## src/rtl/datapath_ctrl_pkg.sv

```systemverilog
// datapath_ctrl_pkg
//   Shared definitions for the datapath control sequencer: FSM state
//   encodings, the ALU NOP opcode and the packed-instruction field layout.
//   Instruction layout, MSB first: {sel_mux, sel_alu[2:0], rd, rs1, rs2},
//   where each register field is numreg bits wide.
package datapath_ctrl_pkg;

   localparam int NUMREG_DEF = 5;
   localparam int CNTW_DEF   = 16;

   typedef enum logic [1:0] {
      IDLE = 2'd0,
      READ = 2'd1,
      EXEC = 2'd2,
      WB   = 2'd3
   } state_t;

   // This opcode retires straight from EXEC without a write-back cycle
   localparam logic [2:0] ALU_NOP = 3'b111;

   // Field offsets as functions of the register-address width
   localparam int RS2_LSB = 0;

   function automatic int rs1_lsb(input int n);
      return n;
   endfunction

   function automatic int rd_lsb(input int n);
      return 2 * n;
   endfunction

   function automatic int alu_lsb(input int n);
      return 3 * n;
   endfunction

   function automatic int mux_bit(input int n);
      return 3 * n + 3;
   endfunction

   function automatic int instr_w(input int n);
      return 3 * n + 4;
   endfunction

endpackage

```

## src/rtl/datapath_ctrl_if.sv

```systemverilog
// datapath_ctrl_if
//   Bundle between the instruction source / datapath and the controller.
//   slave  : controller side (takes instructions + stall, drives selects)
//   master : source/datapath side
//   Signals: instr_valid, instr, instr_ready, stall, sel_mux, sel_alu,
//            selread1, selread2, selwr, wr_en, busy, done, instr_count.
interface datapath_ctrl_if
   import datapath_ctrl_pkg::*;
#(
   parameter int numreg = NUMREG_DEF,
   parameter int CNTW   = CNTW_DEF
) ();

   logic                         instr_valid;
   logic [instr_w(numreg)-1:0]   instr;
   logic                         instr_ready;
   logic                         stall;
   logic                         sel_mux;
   logic [2:0]                   sel_alu;
   logic [numreg-1:0]            selread1;
   logic [numreg-1:0]            selread2;
   logic [numreg-1:0]            selwr;
   logic                         wr_en;
   logic                         busy;
   logic                         done;
   logic [CNTW-1:0]              instr_count;

   modport slave (
      input  instr_valid, instr, stall,
      output instr_ready, sel_mux, sel_alu, selread1, selread2, selwr,
             wr_en, busy, done, instr_count
   );

   modport master (
      output instr_valid, instr, stall,
      input  instr_ready, sel_mux, sel_alu, selread1, selread2, selwr,
             wr_en, busy, done, instr_count
   );

endinterface

```

## src/rtl/datapath_ctrl_decode.sv

```systemverilog
// datapath_ctrl_decode
//   Purely combinational split of a packed instruction into its fields.
//   Ports: instr (in, packed instruction); sel_mux, sel_alu, rd, rs1, rs2 (out).
module datapath_ctrl_decode
   import datapath_ctrl_pkg::*;
#(
   parameter int numreg = NUMREG_DEF
) (
   input  logic [instr_w(numreg)-1:0] instr,
   output logic                       sel_mux,
   output logic [2:0]                 sel_alu,
   output logic [numreg-1:0]          rd,
   output logic [numreg-1:0]          rs1,
   output logic [numreg-1:0]          rs2
);

   localparam int RS1_LSB = rs1_lsb(numreg);
   localparam int RD_LSB  = rd_lsb(numreg);
   localparam int ALU_LSB = alu_lsb(numreg);
   localparam int MUX_BIT = mux_bit(numreg);

   assign rs2     = instr[RS2_LSB +: numreg];
   assign rs1     = instr[RS1_LSB +: numreg];
   assign rd      = instr[RD_LSB  +: numreg];
   assign sel_alu = instr[ALU_LSB +: 3];
   assign sel_mux = instr[MUX_BIT];

endmodule

```

## src/rtl/datapath_ctrl.sv

```systemverilog
// datapath_ctrl
//   Sequencer for the register-file/ALU datapath. Takes one instruction at a
//   time over a valid/ready handshake and steps it through READ -> EXEC -> WB,
//   pulsing wr_en in WB and done on retirement. NOP opcodes retire from EXEC.
//   Ports: clk, rst (sync, active high); bus (datapath_ctrl_if.slave) carrying
//          the instruction handshake, stall, datapath selects, wr_en, busy,
//          done and the retired-instruction counter.
module datapath_ctrl
   import datapath_ctrl_pkg::*;
#(
   parameter int numreg = NUMREG_DEF,
   parameter int CNTW   = CNTW_DEF
) (
   input  logic            clk,
   input  logic            rst,
   datapath_ctrl_if.slave  bus
);

   logic              dec_mux;
   logic [2:0]        dec_alu;
   logic [numreg-1:0] dec_rd, dec_rs1, dec_rs2;

   datapath_ctrl_decode #(.numreg(numreg)) u_decode (
      .instr   (bus.instr),
      .sel_mux (dec_mux),
      .sel_alu (dec_alu),
      .rd      (dec_rd),
      .rs1     (dec_rs1),
      .rs2     (dec_rs2)
   );

   state_t            state_q, state_d;
   logic              sel_mux_q, sel_mux_d;
   logic [2:0]        sel_alu_q, sel_alu_d;
   logic [numreg-1:0] rd_q, rd_d;
   logic [numreg-1:0] rs1_q, rs1_d;
   logic [numreg-1:0] rs2_q, rs2_d;
   logic [CNTW-1:0]   cnt_q, cnt_d;
   logic              ready, wr_en, done;

   // The select registers double as the instruction latch: they load only on
   // accept, so they stay stable from READ through WB and hold in IDLE.
   always_comb begin
      state_d   = state_q;
      sel_mux_d = sel_mux_q;
      sel_alu_d = sel_alu_q;
      rd_d      = rd_q;
      rs1_d     = rs1_q;
      rs2_d     = rs2_q;
      cnt_d     = cnt_q;
      wr_en     = 1'b0;
      done      = 1'b0;
      // Gated by rst so nothing is offered during a reset cycle
      ready     = (state_q == IDLE) && !rst;
      case (state_q)
         IDLE: begin
            if (bus.instr_valid && ready) begin
               state_d   = READ;
               sel_mux_d = dec_mux;
               sel_alu_d = dec_alu;
               rd_d      = dec_rd;
               rs1_d     = dec_rs1;
               rs2_d     = dec_rs2;
            end
         end
         READ: state_d = EXEC;
         EXEC: begin
            if (!bus.stall) begin
               if (sel_alu_q == ALU_NOP) begin
                  done    = !rst;
                  state_d = IDLE;
               end else begin
                  state_d = WB;
               end
            end
         end
         WB: begin
            // A reset landing here aborts the write and the retirement
            wr_en   = !rst;
            done    = !rst;
            state_d = IDLE;
         end
         default: state_d = IDLE;
      endcase
      if (done) cnt_d = cnt_q + CNTW'(1);
   end

   always_ff @(posedge clk) begin
      if (rst) begin
         state_q   <= IDLE;
         sel_mux_q <= 1'b0;
         sel_alu_q <= 3'b000;
         rd_q      <= '0;
         rs1_q     <= '0;
         rs2_q     <= '0;
         cnt_q     <= '0;
      end else begin
         state_q   <= state_d;
         sel_mux_q <= sel_mux_d;
         sel_alu_q <= sel_alu_d;
         rd_q      <= rd_d;
         rs1_q     <= rs1_d;
         rs2_q     <= rs2_d;
         cnt_q     <= cnt_d;
      end
   end

   assign bus.instr_ready = ready;
   assign bus.sel_mux     = sel_mux_q;
   assign bus.sel_alu     = sel_alu_q;
   assign bus.selread1    = rs1_q;
   assign bus.selread2    = rs2_q;
   assign bus.selwr       = rd_q;
   assign bus.wr_en       = wr_en;
   assign bus.done        = done;
   assign bus.busy        = (state_q != IDLE);
   assign bus.instr_count = cnt_q;

endmodule

```

## src/flat_wrapper.sv

```systemverilog
// flat-port wrapper written by rule: the top's interface ports become plain ports
module datapath_ctrl_flat import datapath_ctrl_pkg::*;
#(
   parameter int numreg = NUMREG_DEF,
   parameter int CNTW   = CNTW_DEF
)
  (clk, rst, bus_instr_valid, bus_instr, bus_stall, bus_instr_ready, bus_sel_mux, bus_sel_alu, bus_selread1, bus_selread2, bus_selwr, bus_wr_en, bus_busy, bus_done, bus_instr_count);
  datapath_ctrl_if #(.numreg(numreg), .CNTW(CNTW)) bus_i ();
  input  logic clk;
  input  logic rst;
  input wire logic [$bits(bus_i.instr_valid)-1:0] bus_instr_valid;
  input wire logic [$bits(bus_i.instr)-1:0] bus_instr;
  input wire logic [$bits(bus_i.stall)-1:0] bus_stall;
  output wire logic [$bits(bus_i.instr_ready)-1:0] bus_instr_ready;
  output wire logic [$bits(bus_i.sel_mux)-1:0] bus_sel_mux;
  output wire logic [$bits(bus_i.sel_alu)-1:0] bus_sel_alu;
  output wire logic [$bits(bus_i.selread1)-1:0] bus_selread1;
  output wire logic [$bits(bus_i.selread2)-1:0] bus_selread2;
  output wire logic [$bits(bus_i.selwr)-1:0] bus_selwr;
  output wire logic [$bits(bus_i.wr_en)-1:0] bus_wr_en;
  output wire logic [$bits(bus_i.busy)-1:0] bus_busy;
  output wire logic [$bits(bus_i.done)-1:0] bus_done;
  output wire logic [$bits(bus_i.instr_count)-1:0] bus_instr_count;
  assign bus_i.instr_valid = bus_instr_valid;
  assign bus_i.instr = bus_instr;
  assign bus_i.stall = bus_stall;
  assign bus_instr_ready = bus_i.instr_ready;
  assign bus_sel_mux = bus_i.sel_mux;
  assign bus_sel_alu = bus_i.sel_alu;
  assign bus_selread1 = bus_i.selread1;
  assign bus_selread2 = bus_i.selread2;
  assign bus_selwr = bus_i.selwr;
  assign bus_wr_en = bus_i.wr_en;
  assign bus_busy = bus_i.busy;
  assign bus_done = bus_i.done;
  assign bus_instr_count = bus_i.instr_count;
  datapath_ctrl #(.numreg(numreg), .CNTW(CNTW)) u_core (.clk(clk), .rst(rst), .bus(bus_i));
endmodule
```

## config.mk

```make
export PLATFORM = sky130hd
export DESIGN_NAME = datapath_ctrl_flat
export DESIGN_NICKNAME = d
export VERILOG_FILES = /design/src/rtl/datapath_ctrl_pkg.sv /design/src/rtl/datapath_ctrl_if.sv /design/src/rtl/datapath_ctrl_decode.sv /design/src/rtl/datapath_ctrl.sv /design/src/flat_wrapper.sv
export SDC_FILE = /design/constraint.sdc
export NUM_CORES = 1
export LEC_CHECK = 0
export ABC_AREA = 1
export BUFFER_PORTS_ARGS = -buffer_cell sky130_fd_sc_hd__buf_2
export CAP_MARGIN = 20
export CORE_ASPECT_RATIO = 0.5
export CORE_MARGIN = 3
export CORE_UTILIZATION = 33
export DETAILED_ROUTE_END_ITERATION = 8
export GPL_TIMING_DRIVEN = 0
export PLACE_DENSITY = 0.53
export RECOVER_POWER = 100
export SKIP_CTS_REPAIR_TIMING = 1
export SLEW_MARGIN = 40
export SYNTH_ARGS = -nofsm -noshare
export SYNTH_HDL_FRONTEND = slang
export SYNTH_SLANG_ARGS = --single-unit
```

## constraint.sdc

```tcl
create_clock -name clk -period 1.6 [get_ports clk]
set_input_delay 0.16 -clock clk [delete_from_list [all_inputs] [get_ports clk]]
set_output_delay 0.16 -clock clk [all_outputs]
set_load 0.02 [all_outputs]
```

==> summary.md <==
| Metric | Value |
|---|---|
| Slew @ Worst Pin | `0.459 ns` |
| Die ar. | `5940 um2` |
| R2R setup slack | `0.19 ns` |
| Syn_nets | `255` |
| Cell variety after synth | `22` |
| Post-synth top cells | `nand2_1, dfxtp_1, nor2_1` |
| Vias in the first global route | `1494` |
| Finished Core Util | `46.4%` |
| Synth top area share | `44.8%` |
| Worst-path clk slew | `0.08 ns` |
| GP Congestion | `0.781` |
| Syn Std Cell Area | `1650 um2` |
| Most frequent cell after synthesis | `nand2_1` |
| FF-to-FF End | `u_core.bus.instr_count[10]` |
| Remaining global-route overflow | `0` |
| Leak Pwr | `0.927 nW` |
| Dpl ws | `0.140 ns` |
| CP endpoint kind | `output port` |
| Final Max Slew Viols | `0` |
| FF-to-FF path depth | `6` |
| Port buffer count | `61` |
| Startpoint types | `register` |
| Routed Antenna Nets | `0` |
| Fin. Hold Viols | `0` |
| Drt total wl | `4.23 mm` |
| PnR worst setup slack | `0.0949 ns` |
| Largest area contributor in the netlist | `dfxtp_1` |
| Pwr Density | `1190 nW/um2` |
| Post-synthesis async set-or-reset flop share | `0%` |
| Area grow syn2layout | `29.7%` |
| Total track usage | `14.2%` |
| Drt drc | `0` |
| Yosys warning count | `0` |
| Area contributors post-synth | `dfxtp_1, nand2_1, nor2_1, nand3_1, inv_1` |
| Routed wire per std cell | `11.4 um` |
| GR peak layer | `met2` |
| Hold Path Cell Cnt | `3` |
| Register area share after synthesis | `44.8%` |
| Clock Tree Buf Depth | `2` |
| Number of H-tree levels | `2` |
| Status | `complete, no violations` |
| Setup Viol. Count Final | `0` |
| Largest net degree at the start of global routing | `13` |
| Top Ports | `62` |
| Hold Crit Start | `bus_instr[15]` |
| Fraction of layout cells with a size suffix above 1 | `22.1%` |
| CP arrival | `1.35 ns` |
| Clk_lat worst skew | `0.29 ns` |
| Antenna cells | `0` |
| Root Buffer | `clkbuf_8` |
| M2 GR Usage | `22.8%` |
| Initial Utilization | `35.8%` |
| Initial antenna violation count | `0` |
| Via density | `4.58` |
| Peak supply drop | `0.530 mV` |
| Max Fclk | `664 MHz` |
| R2r startpoint | `u_core.bus.instr_count[0]` |
| Slew headroom | `69.4%` |
| First-pass GRT wire length | `6.83 mm` |
| Clock period minus worst slack | `1.51 ns` |
| TNS Setup | `0 ns` |
| Row count | `17` |
| Main synth FF type | `dfxtp_1` |
| Clock Skews | `0.00398 ns` |
| GRT met1 Usage | `18.2%` |
| CTS tree | `done` |
| Initial DRC count | `42` |
| Min-delay worst type | `in2reg` |
| Cells after synthesis | `231` |
| First-pass DRT Iterations | `5` |
| Routing usage on met3 | `4.17%` |
| CTS Sinks | `37` |
| Worst Hold Path EP | `u_core.bus.sel_alu[0]` |
| Core area | `4620 um2` |
| Crit Path Class | `reg2out` |
| Max_cap viols | `0` |
| Post-DP HPWL | `3.02 mm` |
| Yosys reg bits | `37` |
| Nets | `326` |
| Post-synth EDFFs | `0` |
| Num CTS Buffers | `5` |
| Worst EP required | `1.44 ns` |
| Die H | `56.0 um` |
| Synth Area per Inst | `7.15 um2` |
| Crit share post-route | `94.1%` |
| Die W | `106 um` |
| Via count | `1690` |
| Crit path max fanout | `10` |
## final cells by class
cell class	count	area (um2)
fillers	506	2470
multi-input cells	163	777
flip-flops and latches	37	747
repair buffers	64	290
plain buffers	11	82.6
well taps	66	82.6
inverters	20	75.1
clock buffers	6	72.6
clock inverters	2	15.0
## critical path, cell delays in order (launching register included)
cell and delay (ns):
dfxtp_2 0.34, nand2_1 0.06, nor2_2 0.15, nand3_2 0.10, nand2_2 0.11, buf_6 0.14
buf_4 0.15
## power by group
| group | switching, mW | total, mW | internal (mW) |
|---|---|---|---|
| registers | 0.0956 | 1.16 | 1.06 |
| logic | 0.495 | 0.732 | 0.238 |
| clock network | 0.347 | 0.654 | 0.307 |
| total | 0.937 | 2.55 | 1.61 |
## how the worst max path moves through the flow
stage                         startpoint                          to  cells past startpoint
2_1_floorplan  u_core.bus.instr_count[0]  u_core.bus.instr_count[10]                      6
3_3_place_gp   u_core.bus.instr_count[0]  u_core.bus.instr_count[10]                      6
3_5_place_dp   u_core.bus.instr_count[0]  u_core.bus.instr_count[10]                      6
4_1_cts            u_core.bus.sel_alu[1]                    bus_done                      6
5_1_grt            u_core.bus.sel_alu[1]                    bus_done                      6
6_report           u_core.bus.sel_alu[1]                    bus_done                      6
## through the flow
stage          cell area [um2]  cells  hold slack (ns)  total power, mW
2_1_floorplan             1650    231            0.273             1.65
3_3_place_gp              2040    358            0.358             1.89
3_5_place_dp              2040    358            0.366             1.90
4_1_cts                   2130    366           0.0579             2.56
5_1_grt                   2140    369           0.0656             2.70
6_report                  2140    369           0.0696             2.55
## per-layer routing
metal  vias to the layer above  share of wire, %
met5                         -                 0
met4                         0               1.0
met3                         4               4.9
met2                        35                43
met1                       761                51
li1                        890                 -
## cells by family after synthesis
kind of cell               share of synthesized area (%)
AOI/OAI and AO/OA                                   10.8
buffers and inverters                               9.32
and+or+nand+nor                                     34.3
adders and majority gates                          0.757
DFF                                                 44.8
## cells in the final DEF (no fill, tap or decap), types with 4 or more instances in the layout
master | netlist | final
a21oi_1 | 11 | 11
buf_2 | 3 | 31
buf_4 | 3 | 6
buf_6 | 3 | 4
clkbuf_1 | 2 | 35
clkbuf_8 | 0 | 5
dfxtp_1 | 37 | 32
dfxtp_2 | 0 | 5
inv_1 | 17 | 17
nand2_1 | 67 | 67
nand3_1 | 19 | 17
nand4_1 | 7 | 7
nor2_1 | 26 | 25
o21ai_0 | 11 | 11
o21ai_1 | 12 | 12
## state kept, by name, summed over array words and instances (netlist names)
signal and flops:
u_core.bus.sel_alu 3, u_core.bus.instr_count 16, u_core.bus.sel_mux 1, u_core.bus.selwr 5, u_core.bus.selread1 5, u_core.state_q 2
u_core.bus.selread2 5
Power figures use the tool's default switching activity.
